--- src/rtl/counter_seq_pkg.sv ---
// Shared types and defaults for the counter sequencer slice.
// State encoding is fixed here so every stage agrees on it.
package counter_seq_pkg;

    localparam int DEF_WIDTH  = 4;
    localparam int DEF_WRAP_W = 8;

    typedef enum logic [1:0] {
        IDLE = 2'd0,
        LOAD = 2'd1,
        RUN  = 2'd2,
        DONE = 2'd3
    } state_t;

endpackage

--- src/rtl/counter_sequencer_enable_prescaler.sv ---
// Programmable enable divider: one tick every div+1 free cycles.
// clr wins over hold; hold freezes the count and masks the tick.
module enable_prescaler
    import counter_seq_pkg::*;
#(
    parameter int WIDTH = DEF_WIDTH
) (
    input  logic             clk,
    input  logic             rst,
    input  logic             clr,
    input  logic             hold,
    input  logic [WIDTH-1:0] div,
    output logic             tick
);

    logic [WIDTH-1:0] cnt;

    assign tick = !clr && !hold && (cnt == div);

    always_ff @(posedge clk) begin
        if (!rst) begin
            cnt <= '0;
        end else if (clr) begin
            cnt <= '0;
        end else if (!hold) begin
            cnt <= tick ? '0 : cnt + 1'b1;
        end
    end

endmodule

--- src/rtl/counter_sequencer.sv ---
// Sequencer driving a binary counter: load, paced enable, terminal
// detection with one-shot or auto-reload, and a saturating wrap count.
module counter_sequencer
    import counter_seq_pkg::*;
#(
    parameter int WIDTH  = DEF_WIDTH,
    parameter int WRAP_W = DEF_WRAP_W
) (
    input  logic              clk,
    input  logic              rst,
    input  logic              start,
    input  logic              stop,
    input  logic              pause,
    input  logic              auto_reload,
    input  logic [WIDTH-1:0]  start_val,
    input  logic [WIDTH-1:0]  end_val,
    input  logic [WIDTH-1:0]  div,
    input  logic [WIDTH-1:0]  q_in,
    output logic              load,
    output logic [WIDTH-1:0]  d,
    output logic              enable,
    output logic              sync_clr,
    output logic              busy,
    output logic              done,
    output logic [WRAP_W-1:0] wrap_cnt
);

    localparam logic [WRAP_W-1:0] WRAP_MAX = '1;

    state_t           state;
    state_t           state_nxt;
    logic [WIDTH-1:0] start_val_r;
    logic [WIDTH-1:0] end_val_r;
    logic [WIDTH-1:0] div_r;
    logic             auto_reload_r;

    logic terminal;
    logic capture;
    logic wrap_inc;
    logic pre_clr;
    logic pre_hold;
    logic tick;

    assign terminal = (q_in == end_val_r);

    enable_prescaler #(
        .WIDTH(WIDTH)
    ) u_pre (
        .clk (clk),
        .rst (rst),
        .clr (pre_clr),
        .hold(pre_hold),
        .div (div_r),
        .tick(tick)
    );

    always_comb begin
        state_nxt = state;
        capture   = 1'b0;
        wrap_inc  = 1'b0;
        pre_clr   = 1'b0;
        pre_hold  = 1'b1;
        unique case (state)
            IDLE: begin
                if (!stop && start) begin
                    capture   = 1'b1;
                    state_nxt = LOAD;
                end
            end
            LOAD: begin
                pre_clr   = 1'b1;
                state_nxt = RUN;
            end
            RUN: begin
                if (stop) begin
                    state_nxt = IDLE;
                end else if (terminal) begin
                    if (auto_reload_r) begin
                        wrap_inc  = 1'b1;
                        state_nxt = LOAD;
                    end else begin
                        state_nxt = DONE;
                    end
                end else if (!pause) begin
                    pre_hold = 1'b0;
                end
            end
            DONE: begin
                state_nxt = IDLE;
            end
        endcase
    end

    // Strobes are masked during reset so an abandoned run never touches the counter.
    assign load     = rst && (state == LOAD);
    assign enable   = rst && tick;
    assign sync_clr = rst && stop && (state != LOAD);
    assign done     = rst && (state == DONE) && !stop;
    assign busy     = (state != IDLE);
    assign d        = start_val_r;

    always_ff @(posedge clk) begin
        if (!rst) begin
            state         <= IDLE;
            start_val_r   <= '0;
            end_val_r     <= '0;
            div_r         <= '0;
            auto_reload_r <= 1'b0;
            wrap_cnt      <= '0;
        end else begin
            state <= state_nxt;
            if (capture) begin
                start_val_r   <= start_val;
                end_val_r     <= end_val;
                div_r         <= div;
                auto_reload_r <= auto_reload;
                wrap_cnt      <= '0;
            end else if (wrap_inc && wrap_cnt != WRAP_MAX) begin
                wrap_cnt <= wrap_cnt + 1'b1;
            end
        end
    end

endmodule

--- config.mk ---
export PLATFORM = sky130hd
export DESIGN_NAME = counter_sequencer
export DESIGN_NICKNAME = d
export VERILOG_FILES = /design/src/rtl/counter_seq_pkg.sv /design/src/rtl/counter_sequencer_enable_prescaler.sv /design/src/rtl/counter_sequencer.sv
export SDC_FILE = /design/constraint.sdc
export NUM_CORES = 1
export LEC_CHECK = 0
export ABC_CLOCK_PERIOD_IN_PS = 2190
export CORE_UTILIZATION = 31
export CTS_CLUSTER_DIAMETER = 150
export DETAILED_ROUTE_END_ITERATION = 16
export REMOVE_ABC_BUFFERS = 1
export SLEW_MARGIN = 20
export SYNTH_ARGS = -nofsm -noshare
export SYNTH_HDL_FRONTEND = slang
export SYNTH_SLANG_ARGS = --single-unit
--- constraint.sdc ---
create_clock -name clk -period 2.19 [get_ports clk]
set_input_delay 0.5475 -clock clk [delete_from_list [all_inputs] [get_ports clk]]
set_output_delay 0.5475 -clock clk [all_outputs]
set_load 0.02 [all_outputs]
==> flow_metrics.tcl <==
set metrics [dict create \
    path_clk_slew_ns 0.09 \
    timing.clock.skew_ns 0.00441 \
    htree_num_levels 1 \
    leakage_uw 0.000753 \
    wire_length_of_the_first_global_routing_pass_mm 5.69 \
    timing.critical_path.required_ns 1.64 \
    final.period_utilization_pct 98.0 \
    synth_warnings 0 \
    synth_cells 157 \
    synth-main-ff-cell "dfxtp_1" \
    tightest_slew_ns 0.344 \
    detailed_route_wl_mm 3.44 \
    route.met2.wl_mm 1.74 \
    hold_viol_final 0 \
    die_h_um 66.0 \
    starting_utilization_of_the_core_area_pct 33.5 \
    met3WireLength_um 160 \
    syn_to_final_growth_pct 53.9 \
    critPathCaptureType "primary output" \
    crit_path_start_kind "primary input" \
    clkLatencyLatePin_ns 0.27 \
    async_reset_ff_share_pct 0 \
    cp-startpoint "q_in[0]" \
    internal-power_uw 722 \
    total_grt_overflow 0 \
    vias 1278 \
    place.gp.congestion 0.762 \
    antenna-diode-count 0 \
    setup_repair_after_global_routing_missed_its_margin "true" \
    grtUsageTotal_pct 17.1 \
    number_of_antenna_violations_at_the_first_check_in_global_routing 0 \
    hold_path.startpoint "div_r[0]" \
    vdd_drop_max_uv 361 \
    final_layout_size_suffix_gt1_share_pct 17.5 \
    hp-class "reg -> reg" \
    post_drt_via_cell_ratio 4.93 \
    number_of_enable_type_register_cells_in_the_synthesized_netlist 0 \
    fin_hold_ws_ns 0.472 \
    die-width_um 66.0 \
    avgRoutedWirePerCell_um 13.3 \
    setup_viol 0 \
    netSwitchingFraction_pct 24.9 \
    drt_iter0_markers 23 \
    share_comb_of_total_power_pct 17.3 \
    max_slew_margin_vs_limit_pct 77.1 \
    numCtsBuffers 3 \
    first_global_vias 1238 \
    sequential_share_of_power_pct 53.5 \
    achievable-frequency_mhz 466 \
    p_switching_uw 239 \
    m1WireLength_mm 1.51 \
    cap_violations 0 \
    synth_cell_type_count 31 \
    cts_tree "built" \
    ioPinCount 39 \
    hpwlAfterDp_mm 2.51 \
    setup_slack_after_placement_ns -0.635 \
    syn_avg_cell_area_um2 8.10 \
    p_per_area_nw_per_um2 491 \
    finalSetupTns_ns 0 \
    maxUsedRoutingLayer "met4" \
    r2r-start "end_val_r[2]" \
    synth-seq-cells 27 \
    postRouteAntennaNets 0 \
    cts_sinks 27 \
    clock-root-buffer "clkbuf_8" \
    detailed_place.area_um2 1820 \
    cts.path.max_buffers 2 \
    grt_max_degree 18 \
    outcome "completed" \
    die_area_um2 4360 \
    finalWorstSetupSlack_ns 0.0445 \
    synth_area_um2 1270 \
    crit_fanout 2 \
    drt_first_pass_iters 4 \
    critical_setup_path_class "in -> out" \
    floorplan.core_area_um2 3800 \
    min_period_ns 2.15 \
    final_max_slew_viol_count 0 \
    detail_route.drc_violations 0 \
    seq_area_frac_synth_pct 42.5 \
    power.clock.fraction_pct 29.3 \
    port-buffer-count 38 \
    fp-row-count 22 \
    stdcell_area_um2 1960 \
    finalNetCount 236 \
    crit_arrival_ns 1.60 \
]
[layer usage]
metal  up-vias  GRT usage (%)
met3         2           3.28
met2        28           30.7
met4         0           5.59
li1        656              -
met1       592           20.1
met5         -              0
[critical path: stages]
cell           delay [ns]
dlygate4sd2_1        0.26
xor2_2               0.17
o41ai_4              0.36
nor2_1               0.09
buf_4                0.16
[power by group through the flow]
stage	sequential [µW]	combinational, µW	clock, µW
after floorplan	528	56.2	0
after global placement	523	150	0
after detailed placement	524	154	0
after CTS	513	161	286
after global routing	515	180	308
final	514	166	281
[layout by cell type (no fill, tap or decap), drive strengths merged, types with 2 or more instances in the layout]
cell / instances
inv: 5
dfxtp: 27
ha: 2
or4: 6
nor2: 6
a21oi: 23
clkbuf: 4
nor4: 3
o31ai: 5
or3: 5
xor2: 9
mux2i: 2
dlygate4sd2: 2
clkdlybuf4s15: 3
clkdlybuf4s50: 28
o21ai: 4
dlymetal6s2s: 3
buf: 21
nand3: 4
nor4b: 2
nand2: 33
[per-stage QoR]
stage,cells,utilization [%],power (µW)
floorplan,150,-,584
global placement,252,48.0,673
detailed placement,252,48.0,678
CTS,258,50.6,960
global route,259,51.5,1000
finish,259,51.5,961
[cells in the mapped netlist, drive strengths merged (3+ instances only)]
cell type	number	area, µm²
a21oi	23	115
clkbuf	5	18.8
dfxtp	27	541
inv	5	18.8
nand2	33	124
nand3	4	20.0
nor2	6	22.5
nor4	3	18.8
o21ai	4	20.0
o31ai	5	37.5
or3	5	31.3
or4	6	45.0
xor2	9	78.8
[logic make-up after synthesis]
kind of cell	synth area share [%]
muxes	2.46
xor gates and xnor gates	6.20
DFF	42.5
AOI/OAI and AO/OA	16.3
adders and majority gates	1.97
buffers and inverters	4.04
and+or+nand+nor	26.5
[sequential cells by signal, indices dropped and copies added, names as in the netlist]
name and cells:
end_val_r 4, auto_reload_r 1, state 2, d 4
div_r 4, wrap_cnt 8, u_pre.cnt 4
[path summary, 6_finish.rpt]
| path | to | slack (ns) | depth (start not counted) |
|---|---|---|---|
| max | enable | 0.04 | 5 |
| min | div_r[0] | 0.47 | 2 |
| max reg2reg | wrap_cnt[4] | 0.21 | 5 |
| min reg2reg | div_r[0] | 0.47 | 2 |
[final cells by class]
class,count,area [µm²]
inverter,6,22.5
fill,365,1840
clock buffer,4,45.0
tap,48,60.1
multi-input combinational,117,751
timing repair buffer,57,538
sequential,27,541
[repair_timing]
item,in CTS,in global routing
endpoints found under the setup margin,10,10
pin swaps,4,3
cloned,0,0
hold buffers,0,0
gates resized for setup,23,9
setup buffers,2,1
Note: power is estimated with default switching activity, not from simulation.
==> variant 1: new RTL, config.mk and constraints unchanged <==
Set the package constant `DEF_WRAP_W` to 7 (it was 8).
--- a/src/rtl/counter_seq_pkg.sv
+++ b/src/rtl/counter_seq_pkg.sv
@@ -3,7 +3,7 @@
 package counter_seq_pkg;
 
     localparam int DEF_WIDTH  = 4;
-    localparam int DEF_WRAP_W = 8;
+    localparam int DEF_WRAP_W = 7;
 
     typedef enum logic [1:0] {
         IDLE = 2'd0,
Ports: changed (resized wrap_cnt); port bits go from 39 to 38. No check against the original RTL was run, so the function may have changed too.
==> variant 1 against the original RTL <==
Total power is essentially flat; design area shrank 3.6%; first-iteration DRC count up 87%; sequential cell count decreased by 1; worst setup slack better by 0.0050 ns; sequential share of layout area is essentially flat; register-to-register slack gained 0.19 ns; wire length fell by 3.2%; global-route usage is 0.077 points lower; sequential power is 3% lower; area after synthesis fell by 1.3%; critical path type unchanged; largest cell class unchanged.
==> variant 1: results (changes against the original RTL) <==
[synthesis]
synthFlopType = dfxtp_1  ; unchanged
synthArstFlopShare_pct = 0  ; unchanged
synth_cell_types = 34  ; was 31
seq_area_frac_synth_pct = 41.5  ; was 42.5%
synthTopCellsByCount = 34 x nand2_1, 26 x dfxtp_1, 22 x a21oi_1, 8 x xnor2_1  ; was 33 x nand2_1, 27 x dfxtp_1, 23 x a21oi_1, 9 x xor2_1
synth.most_common_cell = nand2_1  ; unchanged
synth_warnings = 0  ; unchanged
synth_area_leaders = dfxtp_1 41%, nand2_1 10%, a21oi_1 8.8%  ; was dfxtp_1 43%, nand2_1 9.7%, a21oi_1 9.1%

[worst_hold_path]
holdCritStartpoint = d[3]$_SDFFE_PN0P_  ; was div_r[0]$_SDFFE_PN0P_
hp-class = reg2reg  ; unchanged

[route]
firstDrtPassIters = 4  ; unchanged
route.vias.total = 1317  ; was 1278
drt-total-wl_um = 3330  ; was 3440 um
ant_nets = 0  ; unchanged
drtIter0Drc = 43  ; was 23

[worst_setup_path]
max_stage_delay_ns = 0.55  ; was 0.36 ns
reg2reg_to = u_pre.cnt[3]$_SDFFE_PP0N_  ; was wrap_cnt[4]$_SDFFE_PP0P_
slowest_stage = or4b_4  ; was o41ai_4
rr_startpoint = state[0]$_SDFFE_PN0P_  ; was end_val_r[2]$_SDFFE_PN0P_
reg2regPathDepth = 5  ; unchanged
endpoint = enable  ; unchanged
cp_top_family = simple AND/OR/NAND/NOR gates  ; was buffers and inverters
crit_fanout = 2  ; unchanged
worstPathArrival_ns = 1.59
worstSetupStartpoint = pause  ; was q_in[0]
r2r_setup_slack_ns = 0.40  ; was 0.21 ns
cp-start-kind = input port  ; unchanged

[placed_design]
gp_congestion = 0.714  ; was 0.762
port_buffers = 37  ; was 38
pre_cts_ws_ns = -0.823  ; was -0.635 ns
place_hpwl_um = 2470  ; was 2510 um

[finish]
final_nets = 236  ; unchanged
largest_reg_flops = 7  ; was 8
top_register = wrap_cnt  ; unchanged
fillers = 346  ; was 365
diodes = 0  ; unchanged
drive_gt1_share_pct = 18.6  ; was 17.5%

[clock_tree]
cts_buffer_depth = 2  ; unchanged
insertion_delay_ns = 0.26
cts_made_buffers = 3  ; unchanged
htreeDepth = 1  ; unchanged
path_clk_slew_ns = 0.08
clockRootBuffer = clkbuf_8  ; unchanged

[pwr]
p_switching_w = 0.000245  ; was 0.000239 W
peakVddDrop_v = 0.000264  ; was 0.000361 V
p_leak_nw = 0.688  ; was 0.753 nW

[global_route]
grt_max_degree = 16  ; was 18
grt_usage_pct = 17.0  ; was 17.1%
antenna_found_initial = 0  ; unchanged
grt_pass1_wl_um = 5690  ; about the same

[outcome]
run_status = finished clean  ; unchanged

[timing]
worst_pin_slew_ns = 0.358  ; was 0.344 ns
post-route-period-util_pct = 97.7  ; was 98.0%
clock_skew_ns = 0.00343  ; was 0.00441 ns

variant 1: worst min-delay path, cell delays in order, from the launching register on:
cell	delay (ns)
dfxtp_1	0.32
nand2_1	0.05
a21oi_1	0.05
variant 1: worst min-delay path by stage:
stage / end / depth (start not counted) / slack [ns]
2_1_floorplan: end_val_r[0]$_SDFFE_PN0P_ / 2 / 0.45
3_3_place_gp: d[0]$_SDFFE_PN0P_ / 2 / 0.45
3_5_place_dp: d[3]$_SDFFE_PN0P_ / 2 / 0.45
4_1_cts: d[3]$_SDFFE_PN0P_ / 2 / 0.47
5_1_grt: d[0]$_SDFFE_PN0P_ / 2 / 0.49
6_report: d[3]$_SDFFE_PN0P_ / 2 / 0.46
variant 1: layout make-up:
class	instances	share of cell area [%]
timing repair buffer	61	28.2
inverter	4	0.796
tap	48	3.19
clock buffer	3	2.19
multi-input combinational	116	38.0
sequential	26	27.6
variant 1: logic make-up after synthesis:
family	after synthesis	share of synthesized area [%]
adder cells (fa/ha/maj)	2	1.99
XOR/XNOR	8	5.58
flip-flops	26	41.5
buffers and inverters	10	3.39
AND/OR/NAND/NOR	67	28.8
AO/OA/AOI/OAI	39	18.7
variant 1: through the flow:
stage	instance area, um^2	std cells	hold slack [ns]	setup TNS, ns
6_report	1890	258	0.463	0
3_3_place_gp	1820	253	0.447	-2.75
2_1_floorplan	1230	146	0.449	-0.128
4_1_cts	1890	258	0.469	0
5_1_grt	1890	258	0.491	0
3_5_place_dp	1820	253	0.453	-3.45
variant 1: power groups by stage:
stage	clock (W)	combinational, W	sequential [W]
3_5_place_dp	0	0.000189	0.000509
2_1_floorplan	0	0.0000723	0.000513
3_3_place_gp	0	0.000185	0.000508
4_1_cts	0.000279	0.000196	0.000498
6_report	0.000266	0.000196	0.000498
5_1_grt	0.000295	0.000215	0.000500
variant 1: repair_timing:
item	4_1_cts	5_1_grt
pin swaps	6	1
gates resized for setup	26	3
setup buffers	2	0
endpoints found under the setup margin	4	4
variant 1: metal layers:
metal  track usage [%]  vias up  part of all wire [%]  wire length, um
met2              31.3       38                    50             1670
met1              19.7      620                    44             1480
met3              3.30        2                   4.7              157
li1                  -      657                     -                -
met4              4.62        0                  0.63               21
met5                 0        -                     0                0
==> variant 2: new RTL, same settings <==
Without the edit above. Put a register stage on the outputs `load`, `enable`, `sync_clr`, `busy` and `done`, without a reset. The values now appear one clock later. The other outputs are not delayed to match. Comments in the files are not updated.
--- a/src/rtl/counter_sequencer.sv
+++ b/src/rtl/counter_sequencer.sv
@@ -92,11 +92,13 @@
     end
 
     // Strobes are masked during reset so an abandoned run never touches the counter.
-    assign load     = rst && (state == LOAD);
-    assign enable   = rst && tick;
-    assign sync_clr = rst && stop && (state != LOAD);
-    assign done     = rst && (state == DONE) && !stop;
-    assign busy     = (state != IDLE);
+    always_ff @(posedge clk) begin
+        load     <= rst && (state == LOAD);
+        enable   <= rst && tick;
+        sync_clr <= rst && stop && (state != LOAD);
+        busy     <= (state != IDLE);
+        done     <= rst && (state == DONE) && !stop;
+    end
     assign d        = start_val_r;
 
     always_ff @(posedge clk) begin
Formal check against the unedited RTL: not equivalent (Yosys sat finds a counterexample within 4 cycles, from zero or initial values and one cycle with rst low).
==> variant 2 against the original RTL <==
Total power up 28%; worst setup slack better by 0.038 ns; register-to-register slack gained 0.10 ns; sequential cell count up 5; design area grew 4.9%; via count rose by 6.3%; area after synthesis grew 7.9%; wire length grew 0.29%; final cell count is 5.4% higher; first-iteration DRC count rose to 4.6 times the old value; highest routed layer unchanged.
==> variant 2: results (changes against the original RTL) <==
[finish]
diodes = 0  ; unchanged
final_nets = 246  ; was 236
drive_gt1_share_pct = 15.2  ; was 17.5%
final_cells = 273  ; was 259
largest_reg_flops = 8  ; unchanged
fillers = 394  ; was 365
top_register = wrap_cnt  ; unchanged

[timing]
clock_skew_ns = 0.00434  ; was 0.00441 ns
relSlewSlack_pct = 75.4  ; was 77.1%
tns_ns = 0  ; unchanged

[synthesis]
synthFlopType = dfxtp_1  ; unchanged
synth_cell_types = 31  ; unchanged
synthTopCellsByCount = 33 x nand2_1, 32 x dfxtp_1, 23 x a21oi_1, 9 x xor2_1  ; was 33 x nand2_1, 27 x dfxtp_1, 23 x a21oi_1, 9 x xor2_1
synth_area_leaders = dfxtp_1 47%, nand2_1 9.0%, a21oi_1 8.4%  ; was dfxtp_1 43%, nand2_1 9.7%, a21oi_1 9.1%
syn_inst = 162  ; was 157
synth_edf_count = 0  ; unchanged
synth_warnings = 0  ; unchanged
seq_area_frac_synth_pct = 46.7  ; was 42.5%
synthArstFlopShare_pct = 0  ; unchanged

[worst_setup_path]
crit_fanout = 6  ; was 2
slowest_stage = or4_4  ; was o41ai_4
max_stage_delay_ns = 0.43  ; was 0.36 ns
worstPathArrival_ns = 2.27  ; was 1.60 ns
cp_top_family = buffers and inverters  ; unchanged

[placed_design]
place_hpwl_um = 2480  ; was 2510 um
gp_congestion = 0.817  ; was 0.762
placed_area_um2 = 1930  ; was 1820 um^2
port_buffers = 38  ; unchanged
post-place-cells = 261  ; was 252

[route]
via_per_inst = 4.98  ; was 4.93
wl_per_cell_um = 12.6  ; was 13.3 um
drtIter0Drc = 106  ; was 23
firstDrtPassIters = 4  ; unchanged

[global_route]
grt_max_degree = 19  ; was 18
antenna_found_initial = 0  ; unchanged
grt_pass1_wl_um = 5680  ; was 5690 um
grt_pass1_vias = 1280  ; was 1238
grt_usage_pct = 17.0  ; was 17.1%

[clock_tree]
insertion_delay_ns = 0.29  ; was 0.27 ns
path_clk_slew_ns = 0.06  ; was 0.09 ns
clockRootBuffer = clkbuf_8  ; unchanged
cts_made_buffers = 5  ; was 3
cts_buffer_depth = 2  ; unchanged
htreeDepth = 2  ; was 1

[pwr]
p_leak_nw = 0.783  ; was 0.753 nW
peakVddDrop_v = 0.000350  ; was 0.000361 V

[outcome]
run_status = finished clean  ; unchanged

[worst_hold_path]
hp-class = reg2reg  ; unchanged

## variant 2: cell count changes after synthesis, sizes merged
| cell | delta |
|---|---|
| dfxtp | +5 |
## variant 2: worst paths after layout
path	startpoint	to	slack (ns)	cells after the start
max reg2reg	end_val_r[2]$_SDFFE_PN0P_	wrap_cnt[2]$_SDFFE_PP0P_	0.31	6
min	end_val_r[1]$_SDFFE_PN0P_	end_val_r[1]$_SDFFE_PN0P_	0.47	2
min reg2reg	end_val_r[1]$_SDFFE_PN0P_	end_val_r[1]$_SDFFE_PN0P_	0.47	2
max	q_in[1]	wrap_cnt[2]$_SDFFE_PP0P_	0.08	7
## variant 2: layout make-up
type | instances | area (um^2) | area share [%]
Timing Repair Buffer | 60 | 543 | 26.5
Sequential cell | 32 | 641 | 31.2
Multi-Input combinational cell | 117 | 693 | 33.8
Inverter | 6 | 22.5 | 1.10
Clock buffer | 8 | 90.1 | 4.39
Tap cell | 50 | 62.6 | 3.05
## variant 2: power breakdown
part           total (W)  internal (W)  leakage, nW  switching (W)
Combinational   0.000157     0.0000890        0.478      0.0000678
Sequential      0.000610      0.000599        0.260      0.0000118
Clock           0.000463      0.000256       0.0455       0.000207
## variant 2: worst reg2reg max path: stages (launching register included)
cell and delay [ns]:
dfxtp_1 0.32, xor2_1 0.17, or4_4 0.55, buf_2 0.17, buf_4 0.14, o31ai_1 0.30, a21oi_1 0.12
## variant 2: cell families after synthesis
kind of cell | count (synthesis) | synth area share (%)
multiplexers | 3 | 2.28
AO/OA/AOI/OAI | 36 | 15.1
flip-flops | 32 | 46.7
buffers and inverters | 13 | 3.74
AND/OR/NAND/NOR | 67 | 24.5
adder cells (fa/ha/maj) | 2 | 1.82
XOR/XNOR | 9 | 5.75
## variant 2: what timing repair did
item | CTS | global route
resized for setup | 6 | 0
setup buffers | 3 | 0
setup endpoints to repair | 6 | 0
## variant 2: routing by layer
metal	wire (um)	GRT usage (%)	vias to the layer above
li1	-	-	695
met1	1520	19.0	610
met2	1660	28.2	44
met3	200	4.44	10
met4	67	11.7	0
met5	0	0	-
## variant 2: stage by stage
stage	setup WS, ns	power (W)
floorplan	0.0254	0.000680
global placement	-0.351	0.000771
detailed placement	-0.380	0.000775
CTS	0.0743	0.00125
global route	0.00102	0.00129
finish	0.0823	0.00123
